[src/rtl/cpu_ctrl_pkg.sv]
// Shared types for the hardwired control sequencer: T-step states, opcode and
// ALU encodings, the strobe bundle and opcode classification helpers.
package cpu_ctrl_pkg;

    typedef enum logic [2:0] {
        ST_RST  = 3'd0,
        ST_T0   = 3'd1,
        ST_T1   = 3'd2,
        ST_T2   = 3'd3,
        ST_T3   = 3'd4,
        ST_T4   = 3'd5,
        ST_T5   = 3'd6,
        ST_HALT = 3'd7
    } state_t;

    localparam int OPC_BITS = 5;
    typedef logic [OPC_BITS-1:0] opc_t;

    localparam opc_t OPC_ADD  = 5'b00011;
    localparam opc_t OPC_SUB  = 5'b00100;
    localparam opc_t OPC_AND  = 5'b00101;
    localparam opc_t OPC_OR   = 5'b00110;
    localparam opc_t OPC_ADDI = 5'b01100;
    localparam opc_t OPC_ORI  = 5'b01101;
    localparam opc_t OPC_ANDI = 5'b01110;
    localparam opc_t OPC_HALT = 5'b11011;

    // The ALU decodes the same values the instruction carries
    localparam opc_t ALU_ADD  = OPC_ADD;
    localparam opc_t ALU_SUB  = OPC_SUB;
    localparam opc_t ALU_AND  = OPC_AND;
    localparam opc_t ALU_OR   = OPC_OR;
    localparam opc_t ALU_ADDI = OPC_ADDI;
    localparam opc_t ALU_ORI  = OPC_ORI;
    localparam opc_t ALU_ANDI = OPC_ANDI;

    typedef struct packed {
        logic pc_out;
        logic zhi_out;
        logic zlow_out;
        logic mdr_out;
        logic mar_in;
        logic z_in;
        logic pc_in;
        logic mdr_in;
        logic ir_in;
        logic y_in;
        logic inc_pc;
        logic read;
        logic write;
        logic gra;
        logic grb;
        logic grc;
        logic r_in;
        logic r_out;
        logic ba_out;
        logic c_out;
        opc_t alu_op;
    } ctrl_t;

    function automatic logic is_imm(input opc_t opc);
        return (opc == OPC_ADDI) || (opc == OPC_ORI) || (opc == OPC_ANDI);
    endfunction

    function automatic logic is_reg(input opc_t opc);
        return (opc == OPC_ADD) || (opc == OPC_SUB) || (opc == OPC_AND) || (opc == OPC_OR);
    endfunction

    function automatic logic is_alu(input opc_t opc);
        return is_reg(opc) || is_imm(opc);
    endfunction

    function automatic opc_t alu_sel(input opc_t opc);
        opc_t sel;
        case (opc)
            OPC_ADD:  sel = ALU_ADD;
            OPC_SUB:  sel = ALU_SUB;
            OPC_AND:  sel = ALU_AND;
            OPC_OR:   sel = ALU_OR;
            OPC_ADDI: sel = ALU_ADDI;
            OPC_ORI:  sel = ALU_ORI;
            OPC_ANDI: sel = ALU_ANDI;
            default:  sel = '0;
        endcase
        return sel;
    endfunction

endpackage

[src/rtl/mem_wait_timer.sv]
// Counts consecutive T1 cycles without mem_ready and flags the cycle whose
// increment would reach WAIT_MAX.
module mem_wait_timer #(
    parameter int WAIT_MAX = 15
) (
    input  logic i_clk,
    input  logic i_rst_n,
    input  logic i_clr,
    input  logic i_inc,
    output logic o_timeout
);
    localparam int CW = (WAIT_MAX < 1) ? 1 : $clog2(WAIT_MAX + 1);

    logic [CW-1:0] r_cnt;

    // Any cycle that is not a stall (including the T1 exit) restarts the count
    always_ff @(posedge i_clk) begin
        if (!i_rst_n || i_clr)
            r_cnt <= '0;
        else if (i_inc)
            r_cnt <= r_cnt + 1'b1;
        else
            r_cnt <= '0;
    end

    assign o_timeout = i_inc && (r_cnt == CW'(WAIT_MAX - 1));

endmodule

[src/rtl/control_sequencer.sv]
// Hardwired fetch/decode/execute sequencer for register and immediate ALU
// instructions, with memory-wait stalling, timeout, stop/halt and retire count.
module control_sequencer
    import cpu_ctrl_pkg::*;
#(
    parameter int OPC_W    = 5,
    parameter int WAIT_MAX = 15,
    parameter int CNT_W    = 16
) (
    input  logic             Clock,
    input  logic             Clear,
    input  logic [31:0]      IR,
    input  logic             mem_ready,
    input  logic             Stop,
    output logic             PCout,
    output logic             Zhiout,
    output logic             Zlowout,
    output logic             MDRout,
    output logic             MARin,
    output logic             Zin,
    output logic             PCin,
    output logic             MDRin,
    output logic             IRin,
    output logic             Yin,
    output logic             IncPC,
    output logic             Read,
    output logic             Write,
    output logic             Gra,
    output logic             Grb,
    output logic             Grc,
    output logic             Rin,
    output logic             Rout,
    output logic             BAout,
    output logic             Cout,
    output logic [4:0]       alu_op,
    output logic             Run,
    output logic             bus_err,
    output logic             illegal,
    output logic [CNT_W-1:0] instr_cnt
);

    state_t           r_state;
    state_t           w_next;
    logic [OPC_W-1:0] r_opc;
    logic             r_bus_err;
    logic             r_illegal;
    logic [CNT_W-1:0] r_cnt;

    opc_t  w_opc;
    ctrl_t w_ctl;
    logic  w_in_t1;
    logic  w_timeout;
    logic  w_retire;
    logic  w_unused_ir;

    assign w_opc       = opc_t'(r_opc);
    assign w_in_t1     = (r_state == ST_T1);
    assign w_unused_ir = ^IR[31-OPC_W:0];

    mem_wait_timer #(
        .WAIT_MAX (WAIT_MAX)
    ) u_wait (
        .i_clk     (Clock),
        .i_rst_n   (Clear),
        .i_clr     (!w_in_t1),
        .i_inc     (w_in_t1 && !mem_ready),
        .o_timeout (w_timeout)
    );

    always_ff @(posedge Clock) begin
        if (!Clear)
            r_state <= ST_RST;
        else
            r_state <= w_next;
    end

    // mem_ready takes priority over a timeout landing on the same edge
    always_comb begin
        w_next = r_state;
        case (r_state)
            ST_RST:  w_next = ST_T0;
            ST_T0:   w_next = ST_T1;
            ST_T1: begin
                if (mem_ready)
                    w_next = ST_T2;
                else if (w_timeout)
                    w_next = ST_HALT;
            end
            ST_T2:   w_next = ST_T3;
            ST_T3:   w_next = ST_T4;
            ST_T4:   w_next = is_alu(w_opc) ? ST_T5 : ST_HALT;
            ST_T5:   w_next = Stop ? ST_HALT : ST_T0;
            ST_HALT: w_next = ST_HALT;
            default: w_next = ST_RST;
        endcase
    end

    // HALT opcodes retire; undefined opcodes do not
    assign w_retire = (r_state == ST_T5) ||
                      ((r_state == ST_T4) && (w_opc == OPC_HALT));

    always_ff @(posedge Clock) begin
        if (!Clear) begin
            r_opc     <= '0;
            r_bus_err <= 1'b0;
            r_illegal <= 1'b0;
            r_cnt     <= '0;
        end else begin
            if (r_state == ST_T3)
                r_opc <= IR[31 -: OPC_W];
            if (w_in_t1 && !mem_ready && w_timeout)
                r_bus_err <= 1'b1;
            if ((r_state == ST_T4) && !is_alu(w_opc) && (w_opc != OPC_HALT))
                r_illegal <= 1'b1;
            if (w_retire)
                r_cnt <= r_cnt + 1'b1;
        end
    end

    always_comb begin
        w_ctl = '0;
        case (r_state)
            ST_T0: begin
                w_ctl.pc_out = 1'b1;
                w_ctl.mar_in = 1'b1;
                w_ctl.inc_pc = 1'b1;
                w_ctl.z_in   = 1'b1;
            end
            ST_T1: begin
                w_ctl.zlow_out = 1'b1;
                w_ctl.pc_in    = 1'b1;
                w_ctl.read     = 1'b1;
                w_ctl.mdr_in   = 1'b1;
            end
            ST_T2: begin
                w_ctl.mdr_out = 1'b1;
                w_ctl.ir_in   = 1'b1;
            end
            ST_T3: begin
                w_ctl.grb   = 1'b1;
                w_ctl.r_out = 1'b1;
                w_ctl.y_in  = 1'b1;
            end
            ST_T4: begin
                if (is_alu(w_opc)) begin
                    w_ctl.z_in   = 1'b1;
                    w_ctl.alu_op = alu_sel(w_opc);
                    if (is_imm(w_opc)) begin
                        w_ctl.c_out = 1'b1;
                    end else begin
                        w_ctl.grc   = 1'b1;
                        w_ctl.r_out = 1'b1;
                    end
                end
            end
            ST_T5: begin
                w_ctl.zlow_out = 1'b1;
                w_ctl.gra      = 1'b1;
                w_ctl.r_in     = 1'b1;
            end
            default: w_ctl = '0;
        endcase
    end

    assign PCout     = w_ctl.pc_out;
    assign Zhiout    = w_ctl.zhi_out;
    assign Zlowout   = w_ctl.zlow_out;
    assign MDRout    = w_ctl.mdr_out;
    assign MARin     = w_ctl.mar_in;
    assign Zin       = w_ctl.z_in;
    assign PCin      = w_ctl.pc_in;
    assign MDRin     = w_ctl.mdr_in;
    assign IRin      = w_ctl.ir_in;
    assign Yin       = w_ctl.y_in;
    assign IncPC     = w_ctl.inc_pc;
    assign Read      = w_ctl.read;
    assign Write     = w_ctl.write;
    assign Gra       = w_ctl.gra;
    assign Grb       = w_ctl.grb;
    assign Grc       = w_ctl.grc;
    assign Rin       = w_ctl.r_in;
    assign Rout      = w_ctl.r_out;
    assign BAout     = w_ctl.ba_out;
    assign Cout      = w_ctl.c_out;
    assign alu_op    = w_ctl.alu_op;
    assign Run       = (r_state != ST_RST) && (r_state != ST_HALT);
    assign bus_err   = r_bus_err;
    assign illegal   = r_illegal;
    assign instr_cnt = r_cnt;

endmodule

[config.mk]
export PLATFORM = sky130hd
export DESIGN_NAME = control_sequencer
export DESIGN_NICKNAME = d
export VERILOG_FILES = /design/src/rtl/cpu_ctrl_pkg.sv /design/src/rtl/mem_wait_timer.sv /design/src/rtl/control_sequencer.sv
export SDC_FILE = /design/constraint.sdc
export NUM_CORES = 1
export LEC_CHECK = 0
export BUFFER_PORTS_ARGS = -buffer_cell sky130_fd_sc_hd__buf_2
export CAP_MARGIN = 25
export CELL_PAD_IN_SITES_DETAIL_PLACEMENT = 0
export CELL_PAD_IN_SITES_GLOBAL_PLACEMENT = 1
export CORE_MARGIN = 2
export CORE_UTILIZATION = 32
export DETAILED_ROUTE_END_ITERATION = 12
export GPL_TIMING_DRIVEN = 0
export PLACE_DENSITY = 0.83
export SLEW_MARGIN = 15
export SYNTH_ARGS = -nofsm -noshare
export SYNTH_HDL_FRONTEND = slang
export SYNTH_SLANG_ARGS = --single-unit
[constraint.sdc]
create_clock -name Clock -period 2.09 [get_ports Clock]
set_clock_uncertainty 0.1 [all_clocks]
set_input_delay 0.1045 -clock Clock [delete_from_list [all_inputs] [get_ports Clock]]
set_output_delay 0.1045 -clock Clock [all_outputs]
set_load 0.02 [all_outputs]
==> impl_metrics.ini, run 1 <==
[yosys]
synthSimpleGateAreaFrac = 0.288
netlist_top_cells_area = dfxtp_1 37%, a21oi_1 5.2%, buf_4 5.0%
synth_top_area_frac = 0.367
synth_mux_area_frac = 0.0505
yosys.area.top_type = dfxtp_1
async_reset_ff_frac = 0
yosys.area_share.xor_xnor = 0.0107
synth_top_family_by_area = simple AND/OR/NAND/NOR gates
synth_compound_area_frac = 0.161
synth-adder-area-share = 0.0230
ys_warn_count = 0
syn_area_mm2 = 0.00164
synth_cell_type_count = 41
synth-seq-cells = 30
postSynthAreaPerCell_um2 = 8.30
yosysSeqAreaShare = 0.367
synth-main-ff-cell = dfxtp_1
synth_cells = 197
synth_edf_count = 0

[critical_path]
cp_max_fo = 9
worstSetupPathType = reg2out
rr_worst_depth = 5
crit_chain = nor2b_1 > nand2_1 > nor3_1 > and2_1 > buf_2
cp.arrival_ns = 1.73
worst_ep_required_time_ns = 1.89
slowest_delay_ns = 0.50
start_kind = flip-flop
crit_slowest_cell = dfxtp_1
cp-end-kind = primary output

[final_layout]
layout-drive-gt1-share = 0.300
mostFrequentLayoutCell = buf_2
n_antenna_cell = 0
layout_common_cells = 48 x buf_2, 29 x dfxtp_1, 17 x a21oi_1
area_growth_pct = 30.9
num-nets-final = 298

[floorplanning]
core_area_mm2 = 0.00501
die_w_um = 75.5
core.rowCount = 26
dieArea_mm2 = 0.00570
ios = 80
start_util = 0.326
dieHeight_um = 75.5

[clocking]
clkTransAtPathRegs_ns = 0.06
clk_latency_ns = 0.28
htree_levels = 2
cts-root-buf = clkbuf_8
clk_path_buf_depth = 2
cts_buffers = 5
clkSinkCount = 30
cts_tree = yes

[global_routing]
grt_usage = 0.160
antenna_found_initial = 0
grt_pass1_wl_um = 6840
grt_overflow = 0
grt_pass1_vias = 1473
grt_max_degree = 11

[power]
worst_ir_drop_vdd_mv = 0.270
internal_power_mw = 1.01
power_frac_seq = 0.433
power.net_switching_mw = 0.373
clkPwrFrac = 0.403
pwr_density_cell_mw_per_mm2 = 644
combinationalPowerShare = 0.164
sw_frac_of_total = 0.270
leakage_nw = 0.925

[drt]
routed.top_layer = met4
routed_via_density = 4.82
dr_wl_met3_um = 223
drcViolationCount = 0
vias = 1591
wl_per_cell_um = 12.3
routed_wl_um = 4070
dr.pass1.iters = 4
drt_iter0_drc = 92
antenna_left = 0
wl_met1_um = 1910
wl_met2_um = 1880

[timing]
fin_setup_tns_ns = 0
finalMaxSlewViolations = 0
hold_ws_ns = 0.0417
finalSetupViolCount = 0
relSlewSlack = 0.637
rsz0062_at_grt = false
fin_crit_ns = 1.93
period_share = 0.925
final-hold-violation-count = 0
tightest_slew_ns = 0.544
fmax_ghz = 0.517

[place]
portBuffers = 47
gp_congestion = 0.737
post-dp-hpwl_um = 2880

[worst_hold_path]
hp-class = in2reg
hold_depth = 3

[run]
cap_violations = 0

[outcome]
outcome = finished, final reports clean
## synthesized netlist by cell type (7+ instances only)
| cell type | n |
|---|---|
| nand2_1 | 8 |
| nor2_1 | 16 |
| or4_1 | 8 |
| clkbuf_1 | 9 |
| dfxtp_1 | 30 |
| o21ai_0 | 7 |
| buf_4 | 11 |
| a21oi_1 | 17 |
| nand3_1 | 8 |
| o31ai_1 | 8 |
## per-stage QoR
step	power (mW)	utilization	std cells	instance area, um^2	setup WS [ns]
finish	1.38	0.427	330	2140	0.156
global route	1.44	0.427	330	2140	0.00612
CTS	1.40	0.427	330	2140	0.0161
detailed placement	0.829	0.394	317	1980	0.0314
global placement	0.827	0.394	317	1980	0.0866
floorplan	0.766	-	200	1650	0.227
## layout make-up
type	instances	area [um^2]
sequential	30	602
inverter	5	18.8
tap	70	87.6
clock buffer	8	110
buffer	24	144
timing repair buffer	52	285
multi-input combinational	141	893
fill	556	2870
## power by group through the flow
stage	clock network, mW	logic (mW)	registers, mW
after floorplan	0	0.158	0.607
after global placement	0	0.218	0.609
after detailed placement	0	0.219	0.609
after CTS	0.572	0.228	0.597
after global routing	0.597	0.247	0.598
final	0.556	0.226	0.597
## worst max-delay path, delay by kind of cell (launching register included)
family                 cells  cell delay, ns
buffers and inverters      1            0.16
flip-flops                 1            0.50
AND/OR/NAND/NOR            4            0.79
## path summary, 6_finish.rpt
path,slack (ns),start,to
max,0.16,r_state[0],alu_op[3]
min,0.04,Stop,r_state[2]
min reg2reg,0.36,u_wait.r_cnt[0],u_wait.r_cnt[0]
max reg2reg,0.16,r_state[0],instr_cnt[12]
## routing by layer
layer  vias to the layer above  track usage
met5                         -            0
met4                         0       0.0721
met3                         5       0.0476
met2                        46        0.256
met1                       710        0.199
li1                        830            -
## state kept, by name (all words and copies together) (netlist names)
| register | flops |
|---|---|
| u_wait.r_cnt | 4 |
| instr_cnt | 16 |
| r_opc | 5 |
| bus_err | 1 |
| illegal | 1 |
| r_state | 3 |
## logic make-up (layout without fill, tap and decap cells)
group                    Yosys count  count (layout)
other                              1               4
adder cells (fa/ha/maj)            3               3
flip-flops                        30              30
XOR/XNOR                           2               2
AND/OR/NAND/NOR                   82              82
buffers and inverters             29              89
multiplexers                       8               8
AO/OA/AOI/OAI                     42              42
## what timing repair did
action                                 CTS  global route
setup buffers                            0             0
endpoints found under the hold margin    5             0
setup endpoints to repair                2            20
hold buffers                             5             0
resized for setup                        1             5
(Power assumes the default switching activity.)
==> run 2: changes to the inputs <==
PLACE_DENSITY = 0.76   (was 0.83)
==> impl_metrics.ini, run 2 (synthesis gave the netlist of run 1 again) <==
[floorplanning]
start_util = 0.326
dieArea_mm2 = 0.00570
ios = 80
core_area_mm2 = 0.00501
dieHeight_um = 75.5
core.rowCount = 26
die_w_um = 75.5

[timing]
final-hold-violation-count = 0
finalSetupViolCount = 0
tightest_slew_ns = 0.559
fin_setup_tns_ns = 0
finalMaxSlewViolations = 0
rsz0062_at_grt = false
fmax_ghz = 0.524
hold_ws_ns = 0.0567
period_share = 0.914
fin_crit_ns = 1.91
relSlewSlack = 0.628

[final_layout]
n_fill_cell = 557
area_growth_pct = 29.5
num-nets-final = 297
layout_common_cells = 48 x buf_2, 29 x dfxtp_1, 17 x a21oi_1
n_antenna_cell = 0
mostFrequentLayoutCell = buf_2
largest_reg_flops = 16
layout-drive-gt1-share = 0.297
final_util = 0.423

[clocking]
clk_latency_ns = 0.28
postCtsSetupBuffers = 0
cts_tree = yes
htree_levels = 2
clkTransAtPathRegs_ns = 0.06
cts_buffers = 5
clk_path_buf_depth = 2
clkSinkCount = 30
cts-root-buf = clkbuf_8

[critical_path]
crit_end = instr_cnt[8]
timing.rr.end = instr_cnt[8]
cp_max_fo = 10
cp-end-kind = flip-flop
worstSetupPathType = reg2reg
critPathLaunch = r_opc[0]
start_kind = flip-flop
cp.arrival_ns = 2.02
rr_worst_depth = 5
r2r_setup_slack_ns = 0.18
reg2reg_from = r_opc[0]
worst_ep_required_time_ns = 2.20

[global_routing]
grt_max_degree = 11
grt_usage = 0.147
grt_pass1_vias = 1366
grt_overflow = 0
antenna_found_initial = 0
grt_pass1_wl_um = 6420

[power]
pwr_density_cell_mw_per_mm2 = 614
leakage_nw = 0.914
worst_ir_drop_vdd_mv = 0.245

[drt]
vias = 1598
wl_per_cell_um = 11.8
drt_iter0_drc = 72
routed_via_density = 4.86
drcViolationCount = 0
antenna_left = 0
routed_wl_um = 3890
dr.pass1.iters = 4

[place]
portBuffers = 47
post-dp-hpwl_um = 2830
gp_congestion = 0.781

[outcome]
outcome = finished, final reports clean

[worst_hold_path]
hp-class = in2reg

[run]
cap_violations = 0
-- run 2: changes by cell type in the layout (fill, tap and decap cells not counted), sizes merged --
cell,previous run,this run
buf,62,61
clkbuf,17,16
clkinv,0,1
-- run 2: repair_timing --
item                       4_1_cts  5_1_grt
gates resized for setup          1        5
hold buffers                     5        0
hold endpoints to repair         5        0
pin swaps                        0        0
setup endpoints to repair        2       13
-- run 2: how the worst min path moves through the flow --
stage / startpoint / endpoint / slack, ns / depth (start not counted)
floorplan: IR[27] / r_opc[0] / 0.15 / 2
global placement: IR[30] / r_opc[3] / 0.24 / 3
detailed placement: IR[31] / r_opc[4] / 0.25 / 3
CTS: Stop / r_state[2] / 0.04 / 3
global route: mem_ready / r_state[2] / 0.07 / 3
finish: Stop / r_state[2] / 0.06 / 3
-- run 2: stage by stage --
stage | area [um^2] | cells | setup slack [ns] | power (mW)
2_1_floorplan | 1650 | 200 | 0.227 | 0.766
3_3_place_gp | 1980 | 317 | 0.0643 | 0.827
3_5_place_dp | 1980 | 317 | 0.0434 | 0.829
4_1_cts | 2120 | 330 | 0.0235 | 1.33
5_1_grt | 2120 | 329 | 0.00438 | 1.37
6_report | 2120 | 329 | 0.180 | 1.30
-- run 2: final cells by class --
cell class                 instances  area, um^2  share of cell area
multi-input combinational        141         893               0.422
sequential                        30         602               0.284
clock buffer                       7        86.3              0.0408
buffer                            23         140              0.0662
inverter                           5        18.8             0.00886
timing repair buffer              52         285               0.135
tap                               70        87.6              0.0413
clock inverter                     1        5.00             0.00236
-- run 2: layer usage --
layer	up-vias	part of all wire	track usage
li1	828	-	-
met1	725	0.48	0.189
met2	38	0.45	0.235
met3	7	0.054	0.0370
met4	0	0.017	0.0643
met5	-	0	0
-- run 2: worst max-delay path, stage by stage (launching register included) --
cell,delay [ns]
dfxtp_1,0.45
nand4_1,0.14
o31a_1,0.29
buf_2,0.19
or4_1,0.52
a21oi_1,0.15
-- run 2: power breakdown --
part           internal [mW]  total, mW  leakage (nW)  switching (mW)
combinational         0.0912      0.225         0.623           0.134
sequential             0.583      0.597         0.243          0.0137
clock                  0.265      0.479        0.0482           0.214
==> run 3: changes to the inputs <==
REMOVE_ABC_BUFFERS = 1   (was not set)
==> impl_metrics.ini, run 3 (synthesis gave the netlist of run 1 again) <==
[power]
pwr_density_cell_mw_per_mm2 = 635
worst_ir_drop_vdd_mv = 0.262
leakage_nw = 0.835
power.total_mw = 1.27

[final_layout]
final_util = 0.400
layout-drive-gt1-share = 0.274
n_fill_cell = 541
layout_common_cells = 48 x buf_2, 28 x dfxtp_1, 17 x a21oi_1
mostFrequentLayoutCell = buf_2
final_cell_count_no_fill = 307
num-nets-final = 275
area_growth_pct = 22.6
n_antenna_cell = 0
largest_reg_flops = 16

[drt]
antenna_left = 0
drcViolationCount = 0
dr_wl_met3_um = 182
dr.pass1.iters = 4
wl_per_cell_um = 12.0
routed_via_density = 5.09
drt_iter0_drc = 38
vias = 1564
routed.top_layer = met4
wl_met1_um = 1760
wl_met2_um = 1730
routed_wl_um = 3700

[run]
cap_violations = 0

[worst_hold_path]
hp-class = in2reg

[critical_path]
cp_max_fo = 30
crit_slowest_cell = or4_1
start_kind = flip-flop
worstSetupPathType = reg2reg
cp-end-kind = flip-flop
worst_ep_required_time_ns = 2.19
crit_chain = nand2b_4 > o31a_4 > or4_1 > a21oi_1
cp.arrival_ns = 2.03
slowest_delay_ns = 0.53

[clocking]
clk_latency_ns = 0.28
clkTransAtPathRegs_ns = 0.07
postCtsSetupBuffers = 0
clkSinkCount = 30
clk_path_buf_depth = 2
cts-root-buf = clkbuf_8
htree_levels = 2
cts_buffers = 5
cts_tree = yes

[place]
pre_cts_ws_ns = -0.00241
post-dp-hpwl_um = 2490
portBuffers = 48
placed_cells_incl_taps = 294
gp_congestion = 0.786

[timing]
final-hold-violation-count = 0
layout_setup_ws_ns = 0.158
rsz0062_at_grt = false
hold_ws_ns = 0.0379
relSlewSlack = 0.547
finalSetupViolCount = 0
period_share = 0.924
fin_crit_ns = 1.93
finalMaxSlewViolations = 0
fmax_ghz = 0.518
tightest_slew_ns = 0.679

[outcome]
outcome = finished, final reports clean

[global_routing]
grt_pass1_wl_um = 6160
grt_max_degree = 31
antenna_found_initial = 0
grt_pass1_vias = 1384
grt_usage = 0.138
grt_overflow = 0

[floorplanning]
dieArea_mm2 = 0.00570
die_w_um = 75.5
core.rowCount = 26
ios = 80
start_util = 0.326
core_area_mm2 = 0.00501
dieHeight_um = 75.5
run 3: cell types whose count changed in the layout (fill, tap and decap cells not counted):
cell | previous run | this run
dfxtp_2 | 1 | 2
o31a_4 | 0 | 1
buf_1 | 1 | 0
buf_4 | 11 | 0
buf_6 | 1 | 0
dfxtp_1 | 29 | 28
nor3b_4 | 0 | 1
clkbuf_2 | 3 | 0
nor3b_1 | 1 | 0
o31a_1 | 3 | 2
clkbuf_1 | 7 | 1
run 3: stage by stage:
stage | setup TNS (ns) | instance area, um^2
finish | 0 | 2000
global route | 0 | 2000
floorplan | -3.91 | 1510
global placement | -1.95 | 1830
detailed placement | -0.00241 | 1840
CTS | 0 | 1990
run 3: where the power goes:
group | switching, mW | internal [mW]
clock | 0.216 | 0.265
combinational | 0.113 | 0.0657
sequential | 0.0287 | 0.584
total | 0.358 | 0.915
run 3: final cells by class:
type                    count  area [um^2]  share of cell area
inverters                   5         18.8             0.00936
repair buffers             53          290               0.145
flip-flops and latches     30          603               0.301
clock inverters             1         5.00             0.00250
clock buffers               7         86.3              0.0431
well taps                  70         87.6              0.0437
multi-input cells         141          913               0.456
run 3: metal layers:
| metal | up-vias | GRT usage |
|---|---|---|
| li1 | 778 | - |
| met2 | 38 | 0.232 |
| met5 | - | 0 |
| met4 | 0 | 0.0448 |
| met3 | 5 | 0.0357 |
| met1 | 743 | 0.174 |
run 3: what timing repair did:
action | 4_1_cts | 5_1_grt
setup endpoints to repair | 20 | 8
gates resized for setup | 4 | 3
hold buffers | 5 | 0
hold endpoints to repair | 5 | 0
run 3: path summary, 6_finish.rpt:
check | end | from | cells after the start | slack (ns)
worst max-delay path | instr_cnt[12] | r_state[1] | 4 | 0.16
worst min-delay path | r_state[2] | Stop | 3 | 0.04
worst max register to register | instr_cnt[12] | r_state[1] | 4 | 0.16
worst min register to register | illegal | illegal | 1 | 0.37
run 3: worst max-delay path, delay by kind of cell, from the launching register on:
kind	cells	cell delay, ns
and+or+nand+nor	2	0.73
AOI/OAI and AO/OA	2	0.60
DFF	1	0.42
